===== config.mk =====
export PLATFORM = sky130hd
export DESIGN_NAME = sdram_port_arbiter
export DESIGN_NICKNAME = d
export VERILOG_FILES = /design/src/rtl/sdram_arb_pkg.sv /design/src/rtl/sdram_arb_pick.sv /design/src/rtl/sdram_port_arbiter.sv
export SDC_FILE = /design/constraint.sdc
export NUM_CORES = 1
export LEC_CHECK = 0
export ABC_AREA = 1
export BUFFER_PORTS_ARGS = -buffer_cell sky130_fd_sc_hd__buf_2
export CORE_MARGIN = 2
export CORE_UTILIZATION = 37
export CTS_BUF_LIST = sky130_fd_sc_hd__clkbuf_2 sky130_fd_sc_hd__clkbuf_4 sky130_fd_sc_hd__clkbuf_8
export CTS_CLUSTER_SIZE = 24
export DETAILED_ROUTE_END_ITERATION = 8
export PLACE_DENSITY = 0.8
export SYNTH_ARGS = -nofsm -noshare
export SYNTH_HDL_FRONTEND = slang
export SYNTH_SLANG_ARGS = --single-unit

===== constraint.sdc =====
create_clock -name clk -period 1.3 [get_ports clk]
set_input_delay 0 -clock clk [delete_from_list [all_inputs] [get_ports clk]]
set_output_delay 0 -clock clk [all_outputs]
set_load 0.02 [all_outputs]

===== src/rtl/sdram_arb_pkg.sv =====
// sdram_arb_pkg
// Shared types and constants for the two-client SDRAM port arbiter:
//   - arb_state_e  : transaction FSM states (IDLE/ISSUE/BURST/HOLDOFF)
//   - client_idx_t : index of a client (0 = c0, 1 = c1)
//   - BURST_LEN_DEF: default read burst length in words
//   - beat_w()     : width of the burst beat counter for a given burst length
package sdram_arb_pkg;

   localparam int BURST_LEN_DEF = 4;

   typedef enum logic [1:0] {
      IDLE    = 2'd0,
      ISSUE   = 2'd1,
      BURST   = 2'd2,
      HOLDOFF = 2'd3
   } arb_state_e;

   typedef logic client_idx_t;

   // $clog2 of the burst length, never narrower than one bit so that a
   // single-word burst still gets a legal counter vector.
   function automatic int beat_w(input int n);
      return (n > 1) ? $clog2(n) : 1;
   endfunction

   localparam int BEAT_W_DEF = beat_w(BURST_LEN_DEF);

endpackage


===== src/rtl/sdram_arb_pick.sv =====
// sdram_arb_pick
// Combinational winner selection for the two-client SDRAM arbiter.
// Build option: SDRAM_ARB_ROUND_ROBIN_EN
//   defined     : a tie goes to the client that did not win last time
//   not defined : fixed priority, c0 wins every tie (no last-winner input)
// Ports:
//   req_i         in  2 : {c1_req, c0_req}
//   last_winner_i in  1 : previous grant (round-robin build only)
//   any_o         out 1 : at least one client is requesting
//   winner_o      out 1 : index of the selected client (valid when any_o)
module sdram_arb_pick
   import sdram_arb_pkg::*;
(
   input  logic [1:0]  req_i,
`ifdef SDRAM_ARB_ROUND_ROBIN_EN
   input  client_idx_t last_winner_i,
`endif
   output logic        any_o,
   output client_idx_t winner_o
);

   always_comb begin
      any_o    = |req_i;
      winner_o = 1'b0;
      if (req_i == 2'b10) begin
         winner_o = 1'b1;
      end else if (req_i == 2'b11) begin
`ifdef SDRAM_ARB_ROUND_ROBIN_EN
         winner_o = ~last_winner_i;
`else
         winner_o = 1'b0;
`endif
      end
   end

endmodule


===== src/rtl/sdram_port_arbiter.sv =====
// sdram_port_arbiter
// Shares one SDRAM controller port between two burst clients (instruction
// and data caches). The winning request is latched and held on the
// controller port until its completion; fill / write-ack strobes are
// steered combinationally to the granted client only. After each
// transaction one HOLDOFF cycle gives the granted client time to drop its
// registered request before arbitration resumes.
// Build option: SDRAM_ARB_ROUND_ROBIN_EN selects round-robin tie breaking
// (default build is fixed priority, c0 first).
// Ports:
//   clk, reset                     : clock, synchronous active-high reset
//   cN_req/cN_addr/cN_rw/cN_wdata  : client requests (rw 1 = read)
//   cN_fill, cN_wack               : per-client burst start / write done
//   c_rdata                        : controller read data, broadcast
//   mem_req/mem_addr/mem_rw/mem_wdata : request to the SDRAM controller
//   mem_fill, mem_wack, mem_rdata  : controller responses
module sdram_port_arbiter
   import sdram_arb_pkg::*;
#(
   parameter int BURST_LEN = BURST_LEN_DEF,
   parameter int ADDR_W    = 32,
   parameter int DATA_W    = 16
) (
   input  logic              clk,
   input  logic              reset,
   input  logic              c0_req,
   input  logic [ADDR_W-1:0] c0_addr,
   input  logic              c0_rw,
   input  logic [DATA_W-1:0] c0_wdata,
   input  logic              c1_req,
   input  logic [ADDR_W-1:0] c1_addr,
   input  logic              c1_rw,
   input  logic [DATA_W-1:0] c1_wdata,
   output logic              c0_fill,
   output logic              c1_fill,
   output logic              c0_wack,
   output logic              c1_wack,
   output logic [DATA_W-1:0] c_rdata,
   output logic              mem_req,
   output logic [ADDR_W-1:0] mem_addr,
   output logic              mem_rw,
   output logic [DATA_W-1:0] mem_wdata,
   input  logic              mem_fill,
   input  logic              mem_wack,
   input  logic [DATA_W-1:0] mem_rdata
);

   localparam int BW = beat_w(BURST_LEN);

   arb_state_e        state_q, state_d;
   client_idx_t       grant_q, grant_d;
   logic [BW-1:0]     beat_ctr_q, beat_ctr_d;
   logic              mem_req_q, mem_req_d;
   logic [ADDR_W-1:0] mem_addr_q, mem_addr_d;
   logic              mem_rw_q, mem_rw_d;
   logic [DATA_W-1:0] mem_wdata_q, mem_wdata_d;

   logic              pick_any;
   client_idx_t       pick_winner;

   // Completions only count while a request is outstanding and only when
   // they match the direction of that request; everything else is dropped.
   logic              fill_hit;
   logic              wack_hit;

   assign fill_hit = (state_q == ISSUE) &&  mem_rw_q && mem_fill;
   assign wack_hit = (state_q == ISSUE) && !mem_rw_q && mem_wack;

   assign c0_fill   = fill_hit && (grant_q == 1'b0);
   assign c1_fill   = fill_hit && (grant_q == 1'b1);
   assign c0_wack   = wack_hit && (grant_q == 1'b0);
   assign c1_wack   = wack_hit && (grant_q == 1'b1);
   assign c_rdata   = mem_rdata;

   assign mem_req   = mem_req_q;
   assign mem_addr  = mem_addr_q;
   assign mem_rw    = mem_rw_q;
   assign mem_wdata = mem_wdata_q;

`ifdef SDRAM_ARB_ROUND_ROBIN_EN
   client_idx_t last_winner_q, last_winner_d;

   sdram_arb_pick u_pick (
      .req_i         ({c1_req, c0_req}),
      .last_winner_i (last_winner_q),
      .any_o         (pick_any),
      .winner_o      (pick_winner)
   );

   always_comb begin
      last_winner_d = last_winner_q;
      if ((state_q == IDLE) && pick_any) begin
         last_winner_d = pick_winner;
      end
   end

   always_ff @(posedge clk) begin
      if (reset) begin
         last_winner_q <= 1'b1;   // makes c0 the first tie winner
      end else begin
         last_winner_q <= last_winner_d;
      end
   end
`else
   sdram_arb_pick u_pick (
      .req_i    ({c1_req, c0_req}),
      .any_o    (pick_any),
      .winner_o (pick_winner)
   );
`endif

   always_comb begin
      state_d     = state_q;
      grant_d     = grant_q;
      beat_ctr_d  = beat_ctr_q;
      mem_req_d   = mem_req_q;
      mem_addr_d  = mem_addr_q;
      mem_rw_d    = mem_rw_q;
      mem_wdata_d = mem_wdata_q;

      case (state_q)
         IDLE: begin
            if (pick_any) begin
               grant_d     = pick_winner;
               mem_req_d   = 1'b1;
               mem_addr_d  = pick_winner ? c1_addr  : c0_addr;
               mem_rw_d    = pick_winner ? c1_rw    : c0_rw;
               mem_wdata_d = pick_winner ? c1_wdata : c0_wdata;
               state_d     = ISSUE;
            end
         end
         ISSUE: begin
            if (fill_hit) begin
               mem_req_d  = 1'b0;
               beat_ctr_d = BW'(BURST_LEN - 1);
               // The fill cycle itself carries the first word; a one-word
               // burst therefore has no BURST phase at all.
               state_d    = (BURST_LEN > 1) ? BURST : HOLDOFF;
            end else if (wack_hit) begin
               mem_req_d = 1'b0;
               state_d   = HOLDOFF;
            end
         end
         BURST: begin
            beat_ctr_d = beat_ctr_q - BW'(1);
            if (beat_ctr_q <= BW'(1)) begin
               state_d = HOLDOFF;
            end
         end
         HOLDOFF: begin
            state_d = IDLE;
         end
         default: begin
            state_d = IDLE;
         end
      endcase
   end

   always_ff @(posedge clk) begin
      if (reset) begin
         state_q     <= IDLE;
         grant_q     <= 1'b0;
         beat_ctr_q  <= '0;
         mem_req_q   <= 1'b0;
         mem_addr_q  <= '0;
         mem_rw_q    <= 1'b1;
         mem_wdata_q <= '0;
      end else begin
         state_q     <= state_d;
         grant_q     <= grant_d;
         beat_ctr_q  <= beat_ctr_d;
         mem_req_q   <= mem_req_d;
         mem_addr_q  <= mem_addr_d;
         mem_rw_q    <= mem_rw_d;
         mem_wdata_q <= mem_wdata_d;
      end
   end

endmodule

==> flow_summary.yaml, run 1 <==
status:
  status: "complete, but fails checks"
  violations: "setup timing"
sta:
  rsz0062_at_grt: "yes"
  tns_ns: -0.166
  max_freq_mhz: 748
  worst_slew_pin_slew_ns: 0.931
  timing.final.hold_violations: 0
  max_slew_margin_pct: 37.9
  report.final.slew_viol_count: 0
  report.final.setup_viol: 12
  skew_ns: 0.00587
  min_period_ns: 1.34
  finalCritPeriodShare_pct: 103
  worst_slack_ns: -0.0371
die:
  rows: 30
  initial_utilization_pct: 37.7
  die-area_mm2: 0.00748
  die_h_um: 86.5
  num_io_pins: 190
  die_x_um: 86.5
  core_area_mm2: 0.00668
grt:
  gr-usage-all-layers_pct: 27.5
  gr-total-overflow: 0
  grt_pass1_vias: 3575
  grt_max_degree: 51
  grt_pass1_wl_mm: 16.3
  antenna_found_initial: 0
routing:
  wire_per_inst_um: 16.5
  drt_iter0_drc: 263
  finalWirelength_mm: 11.0
  vias: 3587
  viasPerCell: 5.37
  antenna_left: 0
  drtPass1Iterations: 5
  drc: 0
pwr:
  peakVddDrop_mv: 0.984
  total_power_w: 0.00849
  power.density_mw_per_mm2: 1790
  leakagePower_nw: 2.17
critical_path:
  path_max_fanout: 4
  path_class: "reg -> out"
  critPathCaptureType: "output port"
  cp.arrival_ns: 1.34
  start_kind: "flip-flop"
  worstPathRequired_ns: 1.30
finish:
  area_delta_synth_final_pct: 87.9
  layout_commonest_cell: "buf_2"
  finish.utilization_pct: 70.8
  num_antenna_cells: 0
  final_cell_mix: "153 x buf_2, 98 x dlygate4sd3_1, 94 x a21oi_1, 57 x nand2_1, 52 x dfxtp_1"
  n_fill_cell: 477
  drive_above_1_share_pct: 37.9
  fin_nets: 712
synth:
  yosys_warnings: 0
  synth-seq-area-share_pct: 43.7
  syn_inst: 348
  synth.distinct_cells: 15
  synth.avg_cell_area_um2: 7.23
  synth_nets: 473
  syn-cell-area_mm2: 0.00252
  synth_seq_cells: 55
placed_design:
  globalplace.congestion: 0.816
  portBuffers: 157
  hpwlAfterDp_mm: 5.18
clocking:
  h-tree-depth: 2
  cts-root-buf: "clkbuf_8"
  clock_latency_ns: 0.30
  path_clk_slew_ns: 0.10
  cts.path.max_buffers: 2
  cts_buffers: 5
  cts_tree: "done"
  numClockSinks: 55
worst_hold_path:
  hp-class: "in -> out"
job:
  maxCapViolCount: 0
layer usage:
layer,GRT usage [%],vias up,wire (um)
met1,29.8,1640,3960
met4,17.0,0,682
met2,48.0,231,5550
met3,6.38,73,857
met5,0,-,0
li1,-,1643,-
where the power goes:
group | internal, W | switching, W
clock network | 0.000624 | 0.000552
registers | 0.00235 | 0.000432
logic | 0.00188 | 0.00265
total | 0.00486 | 0.00363
worst max-delay path, stage by stage, from the launching register on:
cell     delay, ns
dfxtp_2       0.35
inv_4         0.08
ha_4          0.18
nand3_4       0.09
buf_6         0.14
nor2_4        0.08
buf_6         0.12
through the flow:
stage                     cells  setup slack, ns  hold slack [ns]  cell area (um2)
after CTS                   665          -0.0233         0.000137             4540
after global routing        668          -0.0961        0.0000444             4730
after global placement      557          -0.0199         0.000137             3340
after floorplan             348          0.00913           0.0691             2530
final                       668          -0.0371       0.00000777             4730
after detailed placement    557          -0.0507         0.000137             3340
synth_stat cells (all sizes together):
library cell	number	share of area, %
nor3	1	0.20
nand3	4	0.80
a21oi	102	20
nand2	60	8.9
o21ai	54	11
dfxtp	55	44
buf	21	5.9
ha	5	2.5
inv	11	1.6
clkbuf	20	3.0
nor2	15	2.3
worst paths after layout:
kind / startpoint / end / slack, ns / cells past startpoint
setup reg to reg: state_q[0] / mem_addr[19] / -0.02 / 7
setup / recovery: state_q[1] / c1_fill / -0.04 / 6
hold / removal: mem_rdata[13] / c_rdata[13] / 0.000008 / 0
hold reg to reg: beat_ctr_q[0] / beat_ctr_q[0] / 0.47 / 1
flip-flops by register name (all words and copies together) (netlist names):
signal      cells
mem_addr       32
mem_wdata      16
beat_ctr_q      2
state_q         2
grant_q         1
mem_req         1
mem_rw          1
timing repair:
| item | CTS | global route |
|---|---|---|
| resized for setup | 25 | 74 |
| setup endpoints to repair | 56 | 59 |
| setup buffers | 2 | 1 |
| gates cloned | 1 | 2 |
| hold buffers | 97 | 1 |
| endpoints found under the hold margin | 50 | 1 |
| pin swaps | 3 | 8 |
area by class of cell:
class	count	area, um2	share of cell area [%]
sequential	55	1110	23.4
clock inverter	2	35.0	0.741
timing repair buffer	273	2020	42.7
multi-input combinational	241	1340	28.3
clock buffer	6	82.6	1.75
inverter	11	48.8	1.03
tap	80	100	2.12
logic make-up after synthesis:
group | after synthesis | synth area share, %
compound gates | 156 | 31.0
simple gates | 80 | 12.3
flops | 55 | 43.7
buf+inv | 52 | 10.5
fa+ha+maj | 5 | 2.49
Note: power is estimated with default switching activity, not from simulation.
==> run 2, diff against run 1 <==
Settings changed: CORE_UTILIZATION 37 to 39, SYNTH_HIERARCHICAL set to 1.
==> flow_summary.yaml, run 2 <==
routing:
  drc: 0
  viasPerCell: 4.87
  vias: 3138
  finalWirelength_mm: 8.46
  drtPass1Iterations: 4
  wire_per_inst_um: 13.1
  antenna_left: 0
  drt_iter0_drc: 73
critical_path:
  path_max_fanout: 4
  cp_common_cell: "buf_6"
  critPathCaptureType: "output port"
  worst_path_largest_cell_delay_ns: 0.35
  crit_family: "flip-flops"
  reg2reg_depth: 10
  r2r_slack_ns: -0.04
  crit_buf_inv: 3
  crit_chain: "inv_4 -> ha_4 -> nand3_4 -> buf_6 -> nor2_4 -> buf_6"
  start_kind: "flip-flop"
  cp.arrival_ns: 1.34
  path_class: "reg -> out"
  crit_slowest_cell: "dfxtp_2"
  worstReg2RegEnd: "state_q[0]"
  worstPathRequired_ns: 1.30
  reg2reg_from: "state_q[1]"
synth:
  synth_seq_cells: 55
  synthTopCellsByCount: "107 x nand2_1, 55 x dfxtp_1, 52 x inv_1"
  synth_enable_flop_cells: 0
  syn-cell-area_mm2: 0.00287
  ys_top_cells_by_area: "dfxtp_1 38%, nand2_1 14%, o211ai_1 11%"
  syn_inst: 397
  synth_xor_area_share_pct: 0
  synth_nets: 522
  yosysTopAreaCell: "dfxtp_1"
  post-synth-top-count-cell: "nand2_1"
  synthAdderAreaFrac_pct: 2.18
  yosys_warnings: 6
  synthSimpleGateAreaFrac_pct: 25.7
  synthArstFlopShare_pct: 0
  synth_compound_area_share_pct: 16.1
  synth.distinct_cells: 20
  synth_top_family_by_area: "simple AND/OR/NAND/NOR gates"
  synth-seq-area-share_pct: 38.4
  synthFlopType: "dfxtp_1"
  synth.avg_cell_area_um2: 7.22
  synth_top_area_share_pct: 38.4
  synthMuxAreaShare_pct: 0
sta:
  timing.final.hold_violations: 0
  worst_slew_pin_slew_ns: 0.798
  max_slew_margin_pct: 46.7
  min_period_ns: 1.34
  tns_ns: -0.229
  rsz0062_at_grt: "yes"
  worst_slack_ns: -0.0438
  max_freq_mhz: 744
  report.final.slew_viol_count: 0
  report.final.setup_viol: 14
  finalCritPeriodShare_pct: 103
  skew_ns: 0.00685
grt:
  gr-total-overflow: 0
  grt_pass1_wl_mm: 13.2
  grt_max_degree: 51
  gr-usage-all-layers_pct: 19.3
  grt_pass1_vias: 3069
  antenna_found_initial: 0
finish:
  fin_nets: 670
  num_antenna_cells: 0
  layout_commonest_cell: "buf_2"
  area_delta_synth_final_pct: 46.4
  final_cell_mix: "153 x buf_2, 106 x nand2_1, 53 x dfxtp_1, 49 x inv_1, 42 x o211ai_1"
  largest_reg_flops: 32
  drive_above_1_share_pct: 44.1
clocking:
  cts_buffers: 5
  cts.path.max_buffers: 2
  path_clk_slew_ns: 0.10
  cts_tree: "done"
  cts_hold_buf: 0
  numClockSinks: 55
  clock_latency_ns: 0.30
  cts-root-buf: "clkbuf_8"
  h-tree-depth: 2
pwr:
  power.density_mw_per_mm2: 2110
  peakVddDrop_mv: 0.877
  leakagePower_nw: 2.31
status:
  status: "complete, but fails checks"
  violations: "setup timing"
die:
  die_x_um: 89.7
  num_io_pins: 190
  core_area_mm2: 0.00718
  initial_utilization_pct: 39.9
  rows: 31
  die_h_um: 89.7
  die-area_mm2: 0.00805
worst_hold_path:
  hp-class: "in -> out"
  hold_path_depth: 0
  hold_start: "mem_rdata[5]"
  min_to: "c_rdata[5]"
placed_design:
  portBuffers: 157
  post-place-ws_ns: -0.0608
  hpwlAfterDp_mm: 5.31
  globalplace.congestion: 0.839
job:
  maxCapViolCount: 0
run 2: cell count changes after synthesis, sizes merged:
cell    change
o21ai      -49
o211ai     +48
a21oi      -97
nand3      +48
inv        +50
nor2        -1
clkbuf     -17
o221ai      +1
buf        +18
nand2      +48
run 2: cells by family after synthesis:
| kind of cell | count (synthesis) |
|---|---|
| DFF | 55 |
| adders and majority gates | 5 |
| AOI/OAI and AO/OA | 59 |
| and+or+nand+nor | 175 |
| buffers and inverters | 103 |
run 2: area by class of cell:
type / instances / area (um2)
fillers: 660 / 2980
multi-input cells: 239 / 1430
repair inverters: 1 / 8.76
inverters: 61 / 249
clock inverters: 1 / 5.00
flip-flops and latches: 55 / 1110
repair buffers: 182 / 1190
well taps: 99 / 124
clock buffers: 7 / 83.8
run 2: worst max path at each step:
| stage | startpoint | to | slack [ns] | depth (start not counted) |
|---|---|---|---|---|
| 2_1_floorplan | state_q[0] | mem_addr[29] | 0.004 | 8 |
| 3_3_place_gp | state_q[1] | mem_rw | -0.001 | 7 |
| 3_5_place_dp | state_q[1] | mem_addr[20] | -0.06 | 8 |
| 4_1_cts | state_q[0] | mem_addr[17] | -0.02 | 9 |
| 5_1_grt | state_q[1] | c1_fill | -0.1 | 6 |
| 6_report | state_q[1] | c1_fill | -0.04 | 6 |
run 2: timing repair:
item / 4_1_cts / 5_1_grt
setup buffers: 6 / 2
pin swaps: 7 / 8
gates cloned: 4 / 4
setup endpoints to repair: 55 / 55
gates resized for setup: 35 / 28
run 2: report_power, final:
group / switching [W] / internal (W)
clock network: 0.000523 / 0.000422
registers: 0.000400 / 0.00231
logic: 0.00289 / 0.00232
run 2: layer usage:
| metal | up-vias | part of all wire (%) | GRT usage (%) |
|---|---|---|---|
| met5 | - | 0 | 0 |
| met4 | 0 | 1.4 | 6.28 |
| met3 | 19 | 5.6 | 4.19 |
| met2 | 115 | 52 | 37.6 |
| met1 | 1439 | 41 | 20.4 |
| li1 | 1565 | - | - |
run 2: through the flow:
step | hold WS, ns | area, um2 | instances | total power (W) | utilization (%)
floorplan | 0.113 | 2870 | 397 | 0.00528 | -
global placement | 0.000149 | 3640 | 622 | 0.00626 | 50.7
detailed placement | 0.000149 | 3640 | 622 | 0.00637 | 50.7
CTS | 0.000149 | 4010 | 640 | 0.00832 | 55.9
global route | 0.0000256 | 4190 | 645 | 0.00948 | 58.4
finish | 0.00000704 | 4190 | 645 | 0.00887 | 58.4
